**src/rtl/int_request_gen_if.sv**
```systemverilog
// Register-port and event-line bundle between the interrupt request generator
// and its software/pin side.
`timescale 1ns/1ps
interface int_request_gen_if #(
    parameter int N_SRC = 8
);
    logic [N_SRC-1:0] raw_irq;
    logic             wr_en;
    logic [1:0]       wr_addr;
    logic [31:0]      wr_data;
    logic [1:0]       rd_addr;
    logic [31:0]      rd_data;
    logic [N_SRC-1:0] hardware_interrupt;

    modport master (
        output raw_irq, wr_en, wr_addr, wr_data, rd_addr,
        input  rd_data, hardware_interrupt
    );

    modport slave (
        input  raw_irq, wr_en, wr_addr, wr_data, rd_addr,
        output rd_data, hardware_interrupt
    );
endinterface

```
**src/rtl/int_request_gen.sv**
```systemverilog
// Interrupt source for CP0: synchronises and debounces raw event lines, turns
// qualified rising edges into sticky pending bits, and drives pending & enable.
`timescale 1ns/1ps
module int_request_gen #(
    parameter int N_SRC     = 8,
    parameter int DB_CYCLES = 4,
    parameter int CNT_W     = 3
) (
    input  logic             clk,
    input  logic             clr,
    int_request_gen_if.slave bus
);

    localparam logic [CNT_W-1:0] CNT_LAST = CNT_W'(DB_CYCLES - 1);

    localparam logic [1:0] ADDR_PENDING = 2'd0;
    localparam logic [1:0] ADDR_ENABLE  = 2'd1;
    localparam logic [1:0] ADDR_SWSET   = 2'd2;
    localparam logic [1:0] ADDR_OVERRUN = 2'd3;

    logic [N_SRC-1:0] r_pending;
    logic [N_SRC-1:0] r_overrun;
    logic [N_SRC-1:0] r_enable;
    logic [N_SRC-1:0] r_hw_int;

    logic [N_SRC-1:0] w_hw_set;
    logic [N_SRC-1:0] w_wr_bits;
    logic [N_SRC-1:0] w_clr_mask;
    logic [N_SRC-1:0] w_sw_set;
    logic [N_SRC-1:0] w_ovr_clr;
    logic [N_SRC-1:0] w_pending_next;
    logic [N_SRC-1:0] w_overrun_next;
    logic [N_SRC-1:0] w_enable_next;
    logic             w_unused_wr_bits;

    // Per-source synchroniser and debouncer; hw_set fires on the edge db rises.
    genvar gi;
    generate
        for (gi = 0; gi < N_SRC; gi++) begin : g_src
            logic             r_s1;
            logic             r_s;
            logic             r_db;
            logic [CNT_W-1:0] r_cnt;
            logic             w_expire;

            assign w_expire     = (r_s != r_db) && (r_cnt == CNT_LAST);
            assign w_hw_set[gi] = w_expire && r_s;

            always_ff @(posedge clk or posedge clr) begin
                if (clr) begin
                    r_s1  <= 1'b0;
                    r_s   <= 1'b0;
                    r_db  <= 1'b0;
                    r_cnt <= '0;
                end else begin
                    r_s1 <= bus.raw_irq[gi];
                    r_s  <= r_s1;
                    if (r_s == r_db) begin
                        r_cnt <= '0;
                    end else if (w_expire) begin
                        r_db  <= r_s;
                        r_cnt <= '0;
                    end else begin
                        r_cnt <= r_cnt + 1'b1;
                    end
                end
            end
        end
    endgenerate

    assign w_wr_bits        = bus.wr_data[N_SRC-1:0];
    assign w_unused_wr_bits = ^bus.wr_data[31:N_SRC];

    assign w_clr_mask = (bus.wr_en && bus.wr_addr == ADDR_PENDING) ? w_wr_bits : '0;
    assign w_sw_set   = (bus.wr_en && bus.wr_addr == ADDR_SWSET)   ? w_wr_bits : '0;
    assign w_ovr_clr  = (bus.wr_en && bus.wr_addr == ADDR_OVERRUN) ? w_wr_bits : '0;

    // Sets are ORed in after the clear so a same-edge event is never lost.
    assign w_pending_next = (r_pending & ~w_clr_mask) | w_hw_set | w_sw_set;
    assign w_overrun_next = (r_overrun & ~w_ovr_clr)
                          | (w_hw_set & r_pending & ~w_clr_mask);
    assign w_enable_next  = (bus.wr_en && bus.wr_addr == ADDR_ENABLE) ? w_wr_bits : r_enable;

    always_ff @(posedge clk or posedge clr) begin
        if (clr) begin
            r_pending <= '0;
            r_overrun <= '0;
            r_enable  <= '1;
            r_hw_int  <= '0;
        end else begin
            r_pending <= w_pending_next;
            r_overrun <= w_overrun_next;
            r_enable  <= w_enable_next;
            r_hw_int  <= w_pending_next & w_enable_next;
        end
    end

    assign bus.hardware_interrupt = r_hw_int;

    always_comb begin
        bus.rd_data = 32'h0;
        case (bus.rd_addr)
            ADDR_PENDING: bus.rd_data = 32'(r_pending);
            ADDR_ENABLE:  bus.rd_data = 32'(r_enable);
            ADDR_SWSET:   bus.rd_data = 32'h0;
            ADDR_OVERRUN: bus.rd_data = 32'(r_overrun);
            default:      bus.rd_data = 32'h0;
        endcase
    end

endmodule

```
**src/flat_wrapper.sv**
```systemverilog
// flat-port wrapper written by rule: the top's interface ports become plain ports
module int_request_gen_flat 
#(
    parameter int N_SRC     = 8,
    parameter int DB_CYCLES = 4,
    parameter int CNT_W     = 3
)
  (clk, clr, bus_raw_irq, bus_wr_en, bus_wr_addr, bus_wr_data, bus_rd_addr, bus_rd_data, bus_hardware_interrupt);
  int_request_gen_if #(.N_SRC(N_SRC)) bus_i ();
  input  logic clk;
  input  logic clr;
  input wire logic [$bits(bus_i.raw_irq)-1:0] bus_raw_irq;
  input wire logic [$bits(bus_i.wr_en)-1:0] bus_wr_en;
  input wire logic [$bits(bus_i.wr_addr)-1:0] bus_wr_addr;
  input wire logic [$bits(bus_i.wr_data)-1:0] bus_wr_data;
  input wire logic [$bits(bus_i.rd_addr)-1:0] bus_rd_addr;
  output wire logic [$bits(bus_i.rd_data)-1:0] bus_rd_data;
  output wire logic [$bits(bus_i.hardware_interrupt)-1:0] bus_hardware_interrupt;
  assign bus_i.raw_irq = bus_raw_irq;
  assign bus_i.wr_en = bus_wr_en;
  assign bus_i.wr_addr = bus_wr_addr;
  assign bus_i.wr_data = bus_wr_data;
  assign bus_i.rd_addr = bus_rd_addr;
  assign bus_rd_data = bus_i.rd_data;
  assign bus_hardware_interrupt = bus_i.hardware_interrupt;
  int_request_gen #(.N_SRC(N_SRC), .DB_CYCLES(DB_CYCLES), .CNT_W(CNT_W)) u_core (.clk(clk), .clr(clr), .bus(bus_i));
endmodule
```
**config.mk**
```make
export PLATFORM = sky130hd
export DESIGN_NAME = int_request_gen_flat
export DESIGN_NICKNAME = d
export VERILOG_FILES = /design/src/rtl/int_request_gen_if.sv /design/src/rtl/int_request_gen.sv /design/src/flat_wrapper.sv
export SDC_FILE = /design/constraint.sdc
export NUM_CORES = 1
export LEC_CHECK = 0
export CORE_MARGIN = 2
export CORE_UTILIZATION = 45
export DETAILED_ROUTE_END_ITERATION = 10
export GPL_ROUTABILITY_DRIVEN = 0
export PLACE_DENSITY = 0.78
export SLEW_MARGIN = 20
export SYNTH_ARGS = -nofsm -noshare
export SYNTH_HDL_FRONTEND = slang
export SYNTH_SLANG_ARGS = --single-unit
```
**constraint.sdc**
```tcl
create_clock -name clk -period 2.35 [get_ports clk]
set_input_delay 0.235 -clock clk [delete_from_list [all_inputs] [get_ports clk]]
set_output_delay 0.235 -clock clk [all_outputs]
set_load 0.02 [all_outputs]
```
# After elaboration in Yosys (flattened, before gate mapping)
# Index checks and enable logic that the tools add are counted.
dict set report op_classes {
  muxes 21
  n_bitwise 18
  reduce_logical 30
  n_eq_ne 30
  n_addsub 8
}
# op n
set ops {}
lappend ops {{$pmux W32 S4} 1}
lappend ops {{$mux W3} 16}
lappend ops {{$and A8 B8 Y8} 5}
lappend ops {{$mux W8} 4}
lappend ops {{$add A3 B1 Y3 const B} 8}
lappend ops {{$eq A3 B2 Y1 const B} 8}
lappend ops {{$or A8 B8 Y8} 3}
lappend ops {{$logic_and A1 B1 Y1} 20}
lappend ops {{$not A8 Y8} 2}
lappend ops {{$reduce_and A2 Y1} 8}
lappend ops {{$eq A1 B1 Y1} 8}
lappend ops {{$eq A2 B2 Y1 const B} 4}
lappend ops {{$ne A1 B1 Y1} 8}
lappend ops {{$not A1 Y1} 8}
lappend ops {{$eq A2 B1 Y1 const B} 2}
lappend ops {{$logic_not A2 Y1} 2}
dict set report word_totals {
  output_inout_bits 40
  wordCells 143
  regBits 80
}

# Longest topological paths before layout
dict set report depth {
  word_depth 8
  ltp_mapped 5
  ltp_nobuf 4
}

# Worst setup path after synthesis
# No wires, ideal clock.
dict set report synth_timing {
  kind {input to output}
  start {in bus_rd_addr[0]}
  end {out bus_rd_data[0]}
  stages 5
  arrival_ps 1107
  slack_ps 1008
  required_ps 2115
  cell_sequence {buf_2 -> and2_1 -> clkbuf_1 -> nand2_1 -> o21ai_0}
}
dict set report synth_via {
  elab_chain_len 2
  elab_cells_between_ends 5
  cone_classes {eq/ne: 3; mux: 1; reduce/logical: 1}
}
# element line
set synth_rtl {}
lappend synth_rtl {{start, declared} flat_wrapper.sv:16} ;# input wire logic [$bits(bus_i.rd_addr)-1:0] bus_rd_addr;
lappend synth_rtl {{$eq A2 B2 Y1 (tied with other cells)} int_request_gen.sv:102} ;# case (bus.rd_addr)
lappend synth_rtl {{$pmux W32 S4 (*)} int_request_gen.sv:102}
lappend synth_rtl {{end, declared} flat_wrapper.sv:17} ;# output wire logic [$bits(bus_i.rd_data)-1:0] bus_rd_data;
# Every way passes the cells marked *; elsewhere a longest branch is shown, timed or not. The select of a mux whose other input is x is not followed.

# Worst setup path in the final report
# Same ends and word-level chain as after synthesis.

==> impl_metrics.csv <==
group,metric,value,unit
synth,synth_adder_area_share,2.79,%
clock_tree,clk_pin_slew,0.07,ns
synth,synthFlopType,"dfrtp_1",
power_and_ir_drop,vdd_drop_max,458,uV
synth,synth_area,3590,um2
synth,yosysMostFrequentCell,"dfrtp_1",
hold_path,hp-class,"input port to asynchronous set/reset pin",
critical_path,reg2regPathDepth,4,
synth,synth_compound_area_share,8.64,%
global_routing,grt_pass1_wl,10.3,mm
clock_tree,cts_root_buf,"clkbuf_8",
synth,netlist_top_cells_count,"dfrtp_1 (72), buf_4 (25), a21o_1 (16), nand2_1 (16), nor3b_1 (13)",
global_routing,grt_pass1_vias,2220,
finish,utilization,55.2,%
flow_run,drv_cap,0,
critical_path,worstSetupStartpointType,"input port",
critical_path,critPathMaxFanout,4,
sta,relSlewSlack,61.9,%
clock_tree,cts_resized,0,
sta,final-max-slew-violation-count,0,
clock_tree,clock_path_buffers,2,
finish,nets,382,
route,wire_per_inst,14.2,um
synth,synth_top_area_share,50.1,%
critical_path,crit_required,2.12,ns
synth,syn-instance-count,279,
route,vias_per_cell,5.03,
clock_tree,cts_tree,"yes",
floorplanning,core_area,7730,um2
sta,holdWs,0.272,ns
critical_path,timing.rr.start,"u_core.g_src[3].r_cnt[0]$_DFF_PP0_",
critical_path,worst-r2r-setup-slack,0.89,ns
floorplanning,rows,32,
sta,period_share,92.2,%
sta,max_clock_freq,462,MHz
clock_tree,h-tree-depth,3,
sta,worst_pin_slew,0.563,ns
critical_path,cp-end-kind,"output port",
synth,postSynthAreaPerCell,12.9,um2
synth,synth_cell_types,27,
critical_path,worstPathArrival,1.93,ns
floorplanning,initial_core_util,46.5,%
global_routing,antenna_found_initial,0,
synth,muxShareOfSynthArea,8.08,%
clock_tree,postCtsSetupRepairBufs,0,
synth,synth-xor-area-share,1.95,%
run_status,status,"finished clean",
sta,finalSetupTns,0,ns
critical_path,reg2reg_to,"u_core.bus.hardware_interrupt[3]$_DFF_PP0_",
floorplanning,fp.dieH,93.4,um
synth,ys_seq_area_share,56.0,%
route,dr.pass1.iters,4,
sta,rsz0062_at_grt,"no",
sta,fin_skew,0.00913,ns
sta,setup_viol,0,
synth,ys_ff_latch,80,
clock_tree,clkSinkCount,80,
sta,timing_hold_violations_final,0,
synth,synthSimpleGateAreaFrac,15.8,%
synth,async_flop_share,100,%
floorplanning,ioPinCount,87,
global_routing,grt_usage,15.5,%
finish,antennaDiodeCount,0,
synth,ys_top_cells_by_area,"dfrtp_1 (50%), dfstp_2 (5.8%), buf_4 (5.2%)",
synth,yosysWarnings,0,
synth,synth_edf_count,0,
synth,synth.largest_area_cell,"dfrtp_1",
clock_tree,clk_latency,0.35,ns
finish,area_growth,18.6,%
global_routing,grt_max_degree,30,
sta,finalCriticalPeriod,2.17,ns
placed_design,dp_hpwl,4.41,mm
power_and_ir_drop,p_per_area,989,nW/um2
route,dr_total_vias,2176,
route,ant_nets,0,
placed_design,place_ws,0.0915,ns
placed_design,io_buffers,38,
route,drtIter0Drc,95,
floorplanning,dieArea,8720,um2
floorplanning,die_width,93.4,um
finish,drive_above_1_share,15.1,%
critical_path,setup.worst_path.class,"input port to output port",
route,routed_wirelength,6.16,mm
power_and_ir_drop,leakagePower,0.00200,uW
clock_tree,cts_buffers,9,
sta,worst_slack,0.184,ns
power_and_ir_drop,fin_total_pwr,4220,uW
global_routing,grt_overflow,0,
synth,synth_top_family_by_area,"simple AND/OR/NAND/NOR gates",
route,drc,0,
clock_tree,hold_buffers,0,
[layout by cell type (no fill, tap or decap), types with 2 or more instances in the layout]
cell	synthesis	routed
dfrtp_1	72	72
clkdlybuf4s50_1	0	38
conb_1	1	24
nand2_1	16	16
a21o_1	16	16
nor3b_1	13	13
clkbuf_8	0	12
nor2b_1	11	11
mux2_2	8	8
mux2i_1	8	8
o21ai_0	8	8
nand4bb_1	8	8
nor4bb_1	8	8
and2_1	9	8
a22o_1	8	8
mux2_4	8	8
or3_1	8	8
o211a_1	8	8
xnor2_1	8	8
nor3_1	8	8
ha_1	8	8
dfstp_2	8	8
buf_4	25	6
buf_12	0	3
and3b_1	2	2
clkinv_2	0	2
[critical path, cell delays in order]
cell             delay, ns
clkdlybuf4s50_1       0.52
buf_4                 0.18
mux2i_1               0.09
o21ai_0               0.25
clkdlybuf4s50_1       0.66
[where the power goes]
part / internal, uW / total (uW) / switching (uW)
Clock: 569 / 1030 / 460
Sequential: 1770 / 2000 / 227
Combinational: 660 / 1190 / 532
[logic make-up (layout without fill, tap and decap cells)]
kind of cell / count (synthesis) / in the layout
AO/OA/AOI/OAI: 40 / 40
XOR/XNOR: 8 / 8
adder cells (fa/ha/maj): 8 / 8
buffers and inverters: 34 / 63
flip-flops: 80 / 80
multiplexers: 24 / 24
other: 1 / 24
AND/OR/NAND/NOR: 84 / 84
[registers in the layout, indices dropped and copies added (netlist names)]
signal and count:
u_core.bus.hardware_interrupt 8, u_core.g_src.r_cnt 24, u_core.g_src.r_db 8, u_core.g_src.r_s 8
u_core.g_src.r_s1 8, u_core.r_enable 8, u_core.r_overrun 8, u_core.r_pending 8
[stage by stage]
stage / instance area (um2) / instances
2_1_floorplan: 3680 / 302
3_3_place_gp: 4060 / 418
3_5_place_dp: 4060 / 418
4_1_cts: 4260 / 433
5_1_grt: 4260 / 433
6_report: 4260 / 433
[worst max path at each step]
stage                         from                                         end  slack, ns  cells after the start
global placement    bus_rd_addr[0]                              bus_rd_data[0]       0.09                      5
global route        bus_rd_addr[0]                              bus_rd_data[0]       0.11                      5
finish              bus_rd_addr[0]                              bus_rd_data[0]       0.18                      5
detailed placement  bus_rd_addr[0]                              bus_rd_data[2]       0.09                      5
CTS                 bus_rd_addr[0]                              bus_rd_data[2]       0.07                      5
floorplan                      clr  u_core.bus.hardware_interrupt[0]$_DFF_PP0_       0.08                      1
[area by class of cell]
type                       instances  area [um2]
fill                             649        3460
sequential                        80        2010
multi-input combinational        188        1430
timing repair buffer              47         485
clock buffer                      12         165
tap                              102         128
clock inverter                     3        40.0
inverter                           1        3.75
[routing by layer]
layer  global-route usage, %  wire (um)  up-vias
met4                    6.25         95        0
li1                        -          -     1037
met2                    24.6       3040       60
met3                    4.27        334        8
met5                       0          0        -
met1                    20.2       2690     1071
Note: power is estimated with default switching activity, not from simulation.
==> patch 1 (config.mk and constraints unchanged) <==
`N_SRC` is set to 8 in 3 places; all go to 7.
--- a/src/rtl/int_request_gen_if.sv
+++ b/src/rtl/int_request_gen_if.sv
@@ -4,3 +4,3 @@
 interface int_request_gen_if #(
-    parameter int N_SRC = 8
+    parameter int N_SRC = 7
 );
--- a/src/rtl/int_request_gen.sv
+++ b/src/rtl/int_request_gen.sv
@@ -4,3 +4,3 @@
 module int_request_gen #(
-    parameter int N_SRC     = 8,
+    parameter int N_SRC     = 7,
     parameter int DB_CYCLES = 4,
--- a/src/flat_wrapper.sv
+++ b/src/flat_wrapper.sv
@@ -3,3 +3,3 @@
 #(
-    parameter int N_SRC     = 8,
+    parameter int N_SRC     = 7,
     parameter int DB_CYCLES = 4,
Ports: changed (resized bus_hardware_interrupt and bus_raw_irq); port bits go from 87 to 85. No check against the original RTL was run, so the function may have changed too.
==> patch 1 against the unedited design <==
Cell count down 10%. Cell area decreased by 13%. Clock power decreased by 11%. First-iteration DRC count increased by 22%. Highest routed layer unchanged. Setup slack better by 0.056 ns. Routed wire length is 13% lower. Hold slack better by 0.014 ns. Critical path depth up 1. Sequential cell count shrank 10. Critical path type unchanged. Largest power group unchanged. Area after synthesis down 12%. Total power down 13%.
==> patch 1: results <==
[place]
port_buffers = 34
dp_hpwl_mm = 3.71
dpl-instance-area_um2 = 3540

[worst_setup_path]
crit_arrival_ns = 1.88
endpoint = "bus_rd_data[6]"
critPathMaxFanout = 7

[route]
wl_per_cell_um = 13.8
met3WireLength_um = 233
drt_iter0_drc = 116
wl_met1_mm = 2.35

[power_and_ir_drop]
combinationalPowerShare_pct = 27.9
p_seq_share_pct = 47.1
vdd_drop_max_uv = 436

[synth]
synth_area_leaders = "dfrtp_1, buf_4, dfstp_2"
ys_types = 35

[global_route]
grt_util_met3_pct = 3.58
grtUsageMet2_pct = 24.1
grt_start_max_net_pins = 71
use_met1_pct = 19.2

[sta]
fin_ws_ns = 0.240
holdWs_ns = 0.285
finClkSkew_ns = 0.00483
tightest_slew_ns = 0.527

[layout]
nNetsFinal = 342
fin_area_um2 = 3730
largest_reg_flops = 21

[outcome]
status = "completed"
==> patch 1: layout make-up <==
class                           instances  share of cell area, %
Inverter                                4                  0.403
Multi-Input combinational cell        166                   33.4
Clock buffer                           14                   5.17
Timing Repair Buffer                   38                   10.6
Tap cell                               96                   3.22
Sequential cell                        70                   47.2
==> patch 1: through the flow <==
step | total power [W] | std cells
final | 0.00368 | 388
after global routing | 0.00390 | 388
after CTS | 0.00372 | 388
after detailed placement | 0.00279 | 374
after global placement | 0.00273 | 374
after floorplan | 0.00248 | 271
==> patch 1: cell families (layout without fill, tap and decap cells) <==
group | Yosys count | count (layout) | synth area share [%]
fa+ha+maj | 7 | 7 | 2.78
simple gates | 72 | 72 | 15.4
other cells | 1 | 25 | 0.119
xor+xnor | 7 | 7 | 1.94
flops | 70 | 70 | 55.8
mux | 21 | 21 | 7.89
buf+inv | 35 | 56 | 7.54
compound gates | 34 | 34 | 8.57
==> patch 2 (same settings) <==
Made on the original files. Take the reset off `r_pending` and load it in a clocked block of its own.
--- a/src/rtl/int_request_gen.sv
+++ b/src/rtl/int_request_gen.sv
@@ -85,3 +85,2 @@
         if (clr) begin
-            r_pending <= '0;
             r_overrun <= '0;
@@ -90,3 +89,2 @@
         end else begin
-            r_pending <= w_pending_next;
             r_overrun <= w_overrun_next;
@@ -95,2 +93,6 @@
         end
+    end
+
+    always_ff @(posedge clk) begin
+        r_pending <= w_pending_next;
     end
Behaviour: not the same (Yosys sat finds a counterexample within 4 cycles, from zero or initial values; the reset may be asserted at any time).
==> patch 2 against the unedited design <==
Count of clock-buffer cells in the layout increased by 1. Sequential cell count unchanged. Setup slack got worse by 0.059 ns. Total power increased by 2.3%. Area after synthesis decreased by 1.1%. Cell area decreased by 0.47%. Critical path depth increased by 1. Routed wire length decreased by 0.81%. Critical path type unchanged. Largest power group unchanged.
==> patch 2: results <==
[global_route]
grt_pass1_wl_mm = 10.1
grt_pass1_vias = 2159
grt_start_max_net_pins = 43
grt_use_total_pct = 15.4
antenna_found_initial = 0

[route]
met3WireLength_um = 318
detail_route.first_pass.iterations = 4
drt_iter0_drc = 88
via_per_inst = 4.99
top_layer_used = "met4"
wl_mm = 6.11
wl_met1_mm = 2.85
met2_length_mm = 2.81

[layout]
top_register = "u_core.g_src.r_cnt"
fillers = 666
layout-drive-gt1-share_pct = 15.0
largest_reg_flops = 24
antennaDiodeCount = 0
nNetsFinal = 384

[synth]
synthTopCellsByCount = "dfrtp_1, buf_4, a21o_1, nand2_1, nor3b_1"
ys_types = 28
async_flop_share_pct = 90.0
synth-seq-area-share_pct = 55.5
synth_area_leaders = "dfrtp_1, dfstp_2, buf_4"
synthFlopType = "dfrtp_1"
ys_warn_count = 0

[clock_network]
clk_pin_slew_worst_paths_ns = 0.08
htreeDepth = 3
root_buffer = "clkbuf_8"
worstSkewPairLatency_ns = 0.35
numCtsBuffers = 9
cts_resized = 0
clockBufferDepth = 2
cts_setup_buffers = 0

[worst_setup_path]
rrSetupSlack_ns = 0.91
critPathMaxFanout = 4
crit_arrival_ns = 1.99

[sta]
finClkSkew_ns = 0.0120
maxSlewHeadroom_pct = 64.2

[place]
port_buffers = 38
dp_hpwl_mm = 4.35

[power_and_ir_drop]
power.leakage_nw = 1.99
vdd_drop_max_uv = 531

[hold_path]
hp-class = "in -> async"

[outcome]
status = "completed"
## patch 2: kinds of logic after synthesis
logic type	synth area share, %
other	0.106
buffers and inverters	6.76
XOR/XNOR	1.97
AO/OA/AOI/OAI	8.73
flip-flops	55.5
multiplexers	8.17
adder cells (fa/ha/maj)	2.82
AND/OR/NAND/NOR	16.0
## patch 2: report_power, final
part           leakage (nW)  switching, W  internal [W]
sequential            0.964      0.000225       0.00177
combinational         0.914      0.000538      0.000662
clock                 0.114      0.000464      0.000656
total                  1.99       0.00123       0.00309
## patch 2: per-stage QoR
stage	setup WS, ns	instances	util (%)	area, um2	hold slack, ns
finish	0.125	436	55.2	4240	0.132
global route	0.0163	436	55.2	4240	0.160
CTS	0.106	436	55.2	4240	0.133
detailed placement	0.127	420	52.3	4020	0.336
global placement	0.106	420	52.3	4020	0.333
floorplan	0.303	302	-	3640	0.266
## patch 2: worst paths after layout
kind                                               start                                to  depth (start not counted)
worst max-delay path                      bus_rd_addr[0]                    bus_rd_data[0]                          6
min in group clk                          bus_raw_irq[3]              u_core.g_src[3].r_s1                          1
worst min register to register      u_core.g_src[4].r_s1               u_core.g_src[4].r_s                          0
worst min-delay path                                 clr              u_core.g_src[0].r_s1                          2
worst max register to register  u_core.g_src[3].r_cnt[0]  u_core.bus.hardware_interrupt[3]                          4
max in group asynchronous                            clr                u_core.r_enable[4]                          3
## patch 2: area by class of cell
class,count,area (um2),area share [%]
Clock buffer,13,159,3.75
Sequential cell,80,1970,46.5
Tap cell,102,128,3.01
Inverter,1,3.75,0.0885
Multi-Input combinational cell,188,1430,33.6
Timing Repair Buffer,49,488,11.5
Clock inverter,3,65.1,1.53
## patch 2: worst max-delay path, cell delays in order
cell and delay [ns]:
clkdlybuf4s50_1 0.60, and2_1 0.19, buf_4 0.14, nand2_1 0.05, o21ai_0 0.10, clkdlybuf4s50_1 0.66
## patch 2: per-layer routing
layer  track usage [%]  vias to the layer above
met2              23.1                       54
met4              8.09                        0
li1                  -                     1039
met1              20.6                     1074
met3              3.99                       10
met5                 0                        -
